===== config.mk =====
export PLATFORM = sky130hd
export DESIGN_NAME = mfun_seq_ctrl
export DESIGN_NICKNAME = d
export VERILOG_FILES = /design/src/rtl/mfun_seq_ctrl.sv
export SDC_FILE = /design/constraint.sdc
export NUM_CORES = 1
export LEC_CHECK = 0
export BUFFER_PORTS_ARGS = -buffer_cell sky130_fd_sc_hd__buf_2
export CAP_MARGIN = 20
export CORE_UTILIZATION = 45
export DETAILED_ROUTE_END_ITERATION = 10
export PLACE_DENSITY_LB_ADDON = 0.12
export SLEW_MARGIN = 20
export SYNTH_ARGS = -nofsm -noshare
export SYNTH_HDL_FRONTEND = slang
export SYNTH_SLANG_ARGS = --single-unit

===== constraint.sdc =====
create_clock -name clk -period 2.2 [get_ports clk]
set_input_delay 0.22 -clock clk [delete_from_list [all_inputs] [get_ports clk]]
set_output_delay 0.22 -clock clk [all_outputs]
set_load 0.03 [all_outputs]

===== src/rtl/mfun_seq_ctrl.sv =====
// Sequencer for the mfun M-sequence step unit: owns the LFSR state, counts
// rising edges of mf_control as steps, and collects the emitted bits into a word.
module mfun_seq_ctrl #(
    parameter int WORD_BITS = 32,
    parameter int TIMEOUT   = 255
) (
    input  logic                 clk,
    input  logic                 rst,
    input  logic                 start,
    input  logic [3:0]           seed,
    input  logic [3:0]           poly,
    input  logic [5:0]           len,
    output logic [3:0]           mf_fase,
    output logic [3:0]           mf_type,
    input  logic [3:0]           mf_fase_new,
    input  logic                 mf_sum,
    input  logic                 mf_control,
    output logic                 busy,
    output logic                 done,
    output logic                 err,
    output logic [WORD_BITS-1:0] data_out,
    output logic [5:0]           bit_cnt,
    output logic [4:0]           period,
    output logic                 period_valid
);

    typedef enum logic [1:0] {IDLE, LOAD, RUN, DONE} state_t;

    localparam logic [5:0] WORD_BITS_6 = 6'(WORD_BITS);
    localparam logic [7:0] TIMEOUT_LAST = 8'(TIMEOUT - 1);

    state_t      state;
    logic [3:0]  seed_r;
    logic [5:0]  nbits;
    logic        ctrl_d;
    logic [7:0]  to_cnt;
    logic [4:0]  step_cnt;

    logic        step;
    logic [3:0]  seed_fix;
    logic [4:0]  step_next;
    logic [5:0]  bit_next;

    // An all-zero seed would lock the LFSR, so it is replaced by 0001.
    assign seed_fix  = (seed == 4'd0) ? 4'b0001 : seed;
    assign step      = mf_control & ~ctrl_d;
    assign step_next = (step_cnt == 5'd31) ? 5'd31 : step_cnt + 5'd1;
    assign bit_next  = bit_cnt + 6'd1;
    assign busy      = (state == LOAD) || (state == RUN);

    always_ff @(posedge clk) begin
        if (rst) begin
            state        <= IDLE;
            seed_r       <= 4'd0;
            nbits        <= 6'd0;
            ctrl_d       <= 1'b0;
            to_cnt       <= 8'd0;
            step_cnt     <= 5'd0;
            mf_fase      <= 4'd0;
            mf_type      <= 4'd0;
            done         <= 1'b0;
            err          <= 1'b0;
            data_out     <= '0;
            bit_cnt      <= 6'd0;
            period       <= 5'd0;
            period_valid <= 1'b0;
        end else begin
            done <= 1'b0;
            case (state)
                IDLE: begin
                    if (start) state <= LOAD;
                end
                LOAD: begin
                    seed_r       <= seed_fix;
                    mf_fase      <= seed_fix;
                    mf_type      <= poly;
                    nbits        <= (len == 6'd0 || len > WORD_BITS_6) ? WORD_BITS_6 : len;
                    data_out     <= '0;
                    bit_cnt      <= 6'd0;
                    period       <= 5'd0;
                    period_valid <= 1'b0;
                    err          <= 1'b0;
                    to_cnt       <= 8'd0;
                    step_cnt     <= 5'd0;
                    // A strobe already high on entry must not count as a step.
                    ctrl_d       <= mf_control;
                    state        <= RUN;
                end
                RUN: begin
                    ctrl_d <= mf_control;
                    if (step) begin
                        mf_fase  <= mf_fase_new;
                        data_out <= {data_out[WORD_BITS-2:0], mf_sum};
                        bit_cnt  <= bit_next;
                        to_cnt   <= 8'd0;
                        step_cnt <= step_next;
                        if (!period_valid && mf_fase_new == seed_r) begin
                            period       <= step_next;
                            period_valid <= 1'b1;
                        end
                        if (bit_next == nbits) begin
                            state <= DONE;
                            done  <= 1'b1;
                        end
                    end else if (to_cnt == TIMEOUT_LAST) begin
                        state <= DONE;
                        done  <= 1'b1;
                        err   <= 1'b1;
                    end else begin
                        to_cnt <= to_cnt + 8'd1;
                    end
                end
                DONE: begin
                    state <= IDLE;
                end
                default: begin
                    state <= IDLE;
                end
            endcase
        end
    end

endmodule


==> flow_summary.json, run 1 <==
{
  "cts_tree": "built",
  "place_congestion": 0.778,
  "postSynthCellCount": 411,
  "start_util_pct": 47.2,
  "ant_nets": 0,
  "p_leak_nw": 1.67,
  "dp.final_hpwl_um": 5200,
  "ys_types": 45,
  "yosys.area_share.adder_pct": 2.52,
  "cp-endpoint": "mf_fase[0]",
  "endpoint_kind": "flop",
  "clock_sinks": 80,
  "setup_tns_ns": 0,
  "hold_buffers": 0,
  "die_y_um": 89.9,
  "post-cts-setup-buffers": 0,
  "period_share_pct": 87.0,
  "synth_top_family_by_area": "simple AND/OR/NAND/NOR gates",
  "finalHoldViolations": 0,
  "rsz0062_at_grt": "false",
  "synth_async_sr_flop_share_pct": 0,
  "synth-simple-area-share_pct": 23.2,
  "routed_via_density": 5.26,
  "globalRouteTotalUtil_pct": 20.2,
  "p_sw_mw": 1.58,
  "synth_ff_type": "dfxtp_1",
  "min_period_ns": 1.91,
  "cpPeakStageDelay_ns": 0.40,
  "yosys_warnings": 0,
  "critical_path.max_fanout": 42,
  "io_pins": 78,
  "synth_edf_count": 0,
  "antenna_found_initial": 0,
  "rows": 31,
  "outcome": "finished clean",
  "cp.arrival_ns": 2.17,
  "clock_latency_ns": 0.35,
  "clock-root-buffer": "clkbuf_8",
  "cts_resized": 0,
  "r2r-start": "state[0]",
  "tightest_slew_ns": 0.580,
  "synth_area_um2": 3480,
  "reg2reg_to": "mf_fase[0]",
  "synthMuxAreaShare_pct": 3.46,
  "syn_nets": 441,
  "dr.pass1.iters": 4,
  "critPathTopFamily": "buffers and inverters",
  "rrSetupSlack_ns": 0.29,
  "hold_path_class": "in -> reg",
  "via_count": 3067,
  "crit_cells": 7,
  "utilization_pct": 56.4,
  "reg2reg_depth": 7,
  "drt_iter0_drc": 167,
  "p_int_mw": 2.71,
  "nNetsFinal": 509,
  "ctsHtreeMaxLevel": 3,
  "peakVddDrop_uv": 530,
  "die_area_um2": 8080,
  "clockBufferDepth": 2,
  "cts_buffers": 9,
  "fmax_mhz": 522,
  "io_buffers": 77,
  "p_sw_share_pct": 36.8,
  "avgSynthCellArea_um2": 8.46,
  "grt_max_degree": 43,
  "cp.required_ns": 2.46,
  "grt_overflow_total": 0,
  "wl_um": 7720,
  "power.clock.fraction_pct": 28.4,
  "start_kind": "flop",
  "slowest_stage": "buf_4",
  "max_cap_viol_count": 0,
  "chipWidth_um": 89.9,
  "synth-compound-area-share_pct": 15.7,
  "yosys.area_share.xor_xnor_pct": 4.75,
  "drv_slew": 0,
  "finClkSkew_ns": 0.0107,
  "relSlewSlack_pct": 61.1,
  "crit_start": "state[0]",
  "seqPwrFrac_pct": 39.8,
  "drive_above_1_share_pct": 22.7,
  "grt_pass1_wl_um": 13400,
  "area_growth_pct": 19.5,
  "grt_pass1_vias": 2849,
  "path_buf_inv": 3,
  "diodes": 0,
  "crit_type": "reg -> reg",
  "path_cells": "inv_1 > ha_1 > inv_2 > nor2_4 > buf_4 > nand2_1 > a311oi_1",
  "p_comb_share_pct": 31.9,
  "yosysSeqAreaShare_pct": 46.1,
  "synth_seq_cells": 80,
  "wl_per_cell_um": 13.2,
  "clkTransAtPathRegs_ns": 0.08,
  "powerDensity_nw_per_um2": 1030,
  "drc": 0,
  "core_um2": 7370,
  "finalSetupViolCount": 0
}
==> through the flow <==
step / area, um^2 / setup slack, ns / power, mW / std cells / hold slack, ns
6_report: 4150 / 0.286 / 4.29 / 583 / 0.106
2_1_floorplan: 3480 / 0.250 / 2.77 / 411 / 0.356
4_1_cts: 4150 / 0.277 / 4.33 / 583 / 0.0944
3_3_place_gp: 3930 / 0.385 / 3.09 / 567 / 0.452
3_5_place_dp: 3930 / 0.296 / 3.11 / 567 / 0.457
5_1_grt: 4150 / 0.0737 / 4.55 / 583 / 0.0962
==> layer usage <==
metal,GRT usage (%),wire length (um)
met5,0,0
met1,27.3,3730
met4,5.65,78
met3,6.43,455
met2,30.9,3460
==> state kept, by name (all words and copies together), names as in the netlist, 2 cells and up <==
register	flops
mf_type	4
data_out	32
to_cnt	8
mf_fase	4
bit_cnt	6
seed_r	4
nbits	6
state	2
period	5
step_cnt	5
==> cell usage after synthesis, types with 2 or more instances <==
cell       n  share of area, %
dfxtp_1   80                46
a21oi_1   56               8.1
nand2_1   47               5.1
nand3_1   42               6.0
nor2_1    36               3.9
clkbuf_1  16               1.7
mux2i_1   12               3.5
buf_2      9               1.3
xnor2_1    9               2.3
nand4_1    8               1.4
xor2_1     8               2.0
a211oi_1   7               1.5
ha_1       7               2.5
nand2b_1   7               1.3
nor3_1     7               1.0
o21ai_1    7               1.0
inv_1      6              0.65
nand3b_1   6               1.3
and3_1     5              0.90
o21ai_0    5              0.72
a31oi_1    3              0.54
a211o_1    2              0.50
a311oi_1   2              0.50
buf_1      2              0.22
or3_1      2              0.36
==> kinds of logic after synthesis <==
group / after synthesis
and+or+nand+nor: 167
AOI/OAI and AO/OA: 92
DFF: 80
adders and majority gates: 7
xor gates and xnor gates: 18
muxes: 12
buffers and inverters: 35
==> cell usage in the layout (no fill, tap or decap), types with 8 or more instances in the layout <==
cell type	instances
nand3_1	42
xnor2_1	9
nand2_1	47
a21oi_1	56
buf_4	8
buf_2	77
xor2_1	8
nor2_1	36
dfxtp_1	80
nand4_1	8
clkbuf_8	10
mux2i_1	12
==> cell type report <==
| cell class | instances | area, um^2 |
|---|---|---|
| clock buffers | 10 | 138 |
| clock inverters | 6 | 90.1 |
| fillers | 745 | 3220 |
| inverters | 7 | 26.3 |
| multi-input cells | 296 | 1730 |
| flip-flops and latches | 80 | 1600 |
| well taps | 99 | 124 |
| repair buffers | 85 | 445 |
==> worst min-delay path by stage <==
stage / end / from / cells past startpoint
finish: data_out[0] / mf_sum / 3
detailed placement: data_out[9] / data_out[8] / 2
global route: mf_type[0] / poly[0] / 3
floorplan: data_out[0] / mf_sum / 2
global placement: data_out[22] / data_out[21] / 2
CTS: data_out[0] / mf_sum / 3
==> power by group through the flow <==
stage / Combinational (mW) / Clock [mW] / Sequential, mW
after floorplan: 0.929 / 0 / 1.84
after global placement: 1.36 / 0 / 1.73
after detailed placement: 1.37 / 0 / 1.74
after CTS: 1.37 / 1.25 / 1.70
after global routing: 1.51 / 1.32 / 1.73
final: 1.37 / 1.22 / 1.71
==> tightest hold or removal path, cell delays in order <==
cell	delay [ns]
buf_2	0.10
nand2_1	0.04
a21oi_1	0.05
Power figures use the tool's default switching activity.
==> run 2: changes to the inputs <==
Settings changed: CORE_ASPECT_RATIO from default to 1.4, MAX_ROUTING_LAYER from default to met4.
==> flow_summary.json, run 2 (synthesis results as in run 1) <==
{
  "nNetsFinal": 510,
  "use_met2_pct": 34.4,
  "drv_slew": 0,
  "cts_resized": 0,
  "place_congestion": 0.780,
  "grt_max_degree": 72,
  "hold_path_class": "in -> reg",
  "finalSetupViolCount": 0,
  "p_leak_nw": 1.66,
  "setup_tns_ns": 0,
  "core_um2": 7410,
  "largest_registers": "data_out x32, to_cnt x8",
  "grt_pass1_wl_um": 13100,
  "clock-root-buffer": "clkbuf_8",
  "dr.pass1.iters": 4,
  "rsz0062_at_grt": "false",
  "wl_per_cell_um": 13.6,
  "drive_above_1_share_pct": 22.7,
  "largest_reg_flops": 32,
  "dp.final_hpwl_um": 5380,
  "io_buffers": 77,
  "finalHoldViolations": 0,
  "antenna_found_initial": 0,
  "die_area_um2": 8080,
  "grt_util_met1_pct": 23.8,
  "final_common_cell": "dfxtp_1",
  "cts_tree": "built",
  "globalRouteTotalUtil_pct": 20.9,
  "utilization_pct": 55.7,
  "hold_buffers": 0,
  "fmax_mhz": 509,
  "instances_no_fill": 581,
  "outcome": "finished clean",
  "critical_path.max_fanout": 42,
  "clkTransAtPathRegs_ns": 0.08,
  "wl_um": 7920,
  "die_y_um": 106,
  "grt_overflow_total": 0,
  "start_kind": "flop",
  "dp.cells": 566,
  "min_period_ns": 1.97,
  "peakVddDrop_uv": 609,
  "max_cap_viol_count": 0,
  "cp.required_ns": 2.46,
  "tightest_slew_ns": 0.588,
  "relSlewSlack_pct": 60.5,
  "chipWidth_um": 76.3,
  "clock_sinks": 80,
  "clockBufferDepth": 2,
  "n_fill_cell": 726,
  "place_area_um2": 3940,
  "powerDensity_nw_per_um2": 992,
  "finClkSkew_ns": 0.0134,
  "diodes": 0,
  "cp.arrival_ns": 2.23,
  "grt_pass1_vias": 2848,
  "final_area_um2": 4120,
  "crit_type": "reg -> reg",
  "io_pins": 78,
  "area_growth_pct": 18.6,
  "rows": 37,
  "clock_latency_ns": 0.36,
  "post-cts-setup-buffers": 0,
  "top_usage_layer": "met2",
  "endpoint_kind": "flop",
  "regMostFlops": "data_out",
  "via_count": 3099,
  "routed_via_density": 5.33,
  "cts_buffers": 9,
  "layout_common_cells": "dfxtp_1, buf_2, a21oi_1",
  "drt_iter0_drc": 162,
  "drc": 0,
  "start_util_pct": 46.9,
  "grt_util_met3_pct": 5.32,
  "period_share_pct": 89.3,
  "ctsHtreeMaxLevel": 3,
  "ant_nets": 0
}
-- run 2: final timing paths --
path           startpoint      endpoint  slack (ns)  depth (start not counted)
max reg2reg      state[0]    mf_fase[0]        0.23                          7
min reg2reg  data_out[14]  data_out[15]        0.46                          2
max              state[0]    mf_fase[0]        0.23                          7
min               poly[3]    mf_type[3]        0.10                          3
-- run 2: layout make-up --
type	instances	area [um^2]	share of cell area [%]
clock buffers	11	151	3.67
clock inverters	4	27.5	0.668
inverters	7	26.3	0.637
multi-input cells	296	1730	41.9
flip-flops and latches	80	1600	38.8
well taps	97	121	2.94
repair buffers	86	465	11.3
-- run 2: critical path, cell delays in order, from the launching register on --
cell      delay [ns]
dfxtp_1         0.33
inv_1           0.10
ha_1            0.40
inv_2           0.14
nor2_4          0.14
buf_4           0.40
nand2_1         0.10
a311oi_1        0.26
-- run 2: routing by layer --
metal,vias to the layer above,share of wire (%)
met5,-,0
met4,0,2.3
met3,13,3.3
met2,54,50
met1,1466,44
li1,1566,-
-- run 2: through the flow --
stage                     power, mW  worst slack [ns]  hold slack, ns
after floorplan                2.77             0.250           0.356
after global placement         3.10             0.392           0.454
after detailed placement       3.13             0.285           0.457
after CTS                      4.12             0.261          0.0878
after global routing           4.33            0.0799          0.0983
final                          4.09             0.235           0.103
-- run 2: power breakdown --
part,switching (mW),internal [mW]
registers,0.109,1.59
logic,0.927,0.465
clock network,0.527,0.468
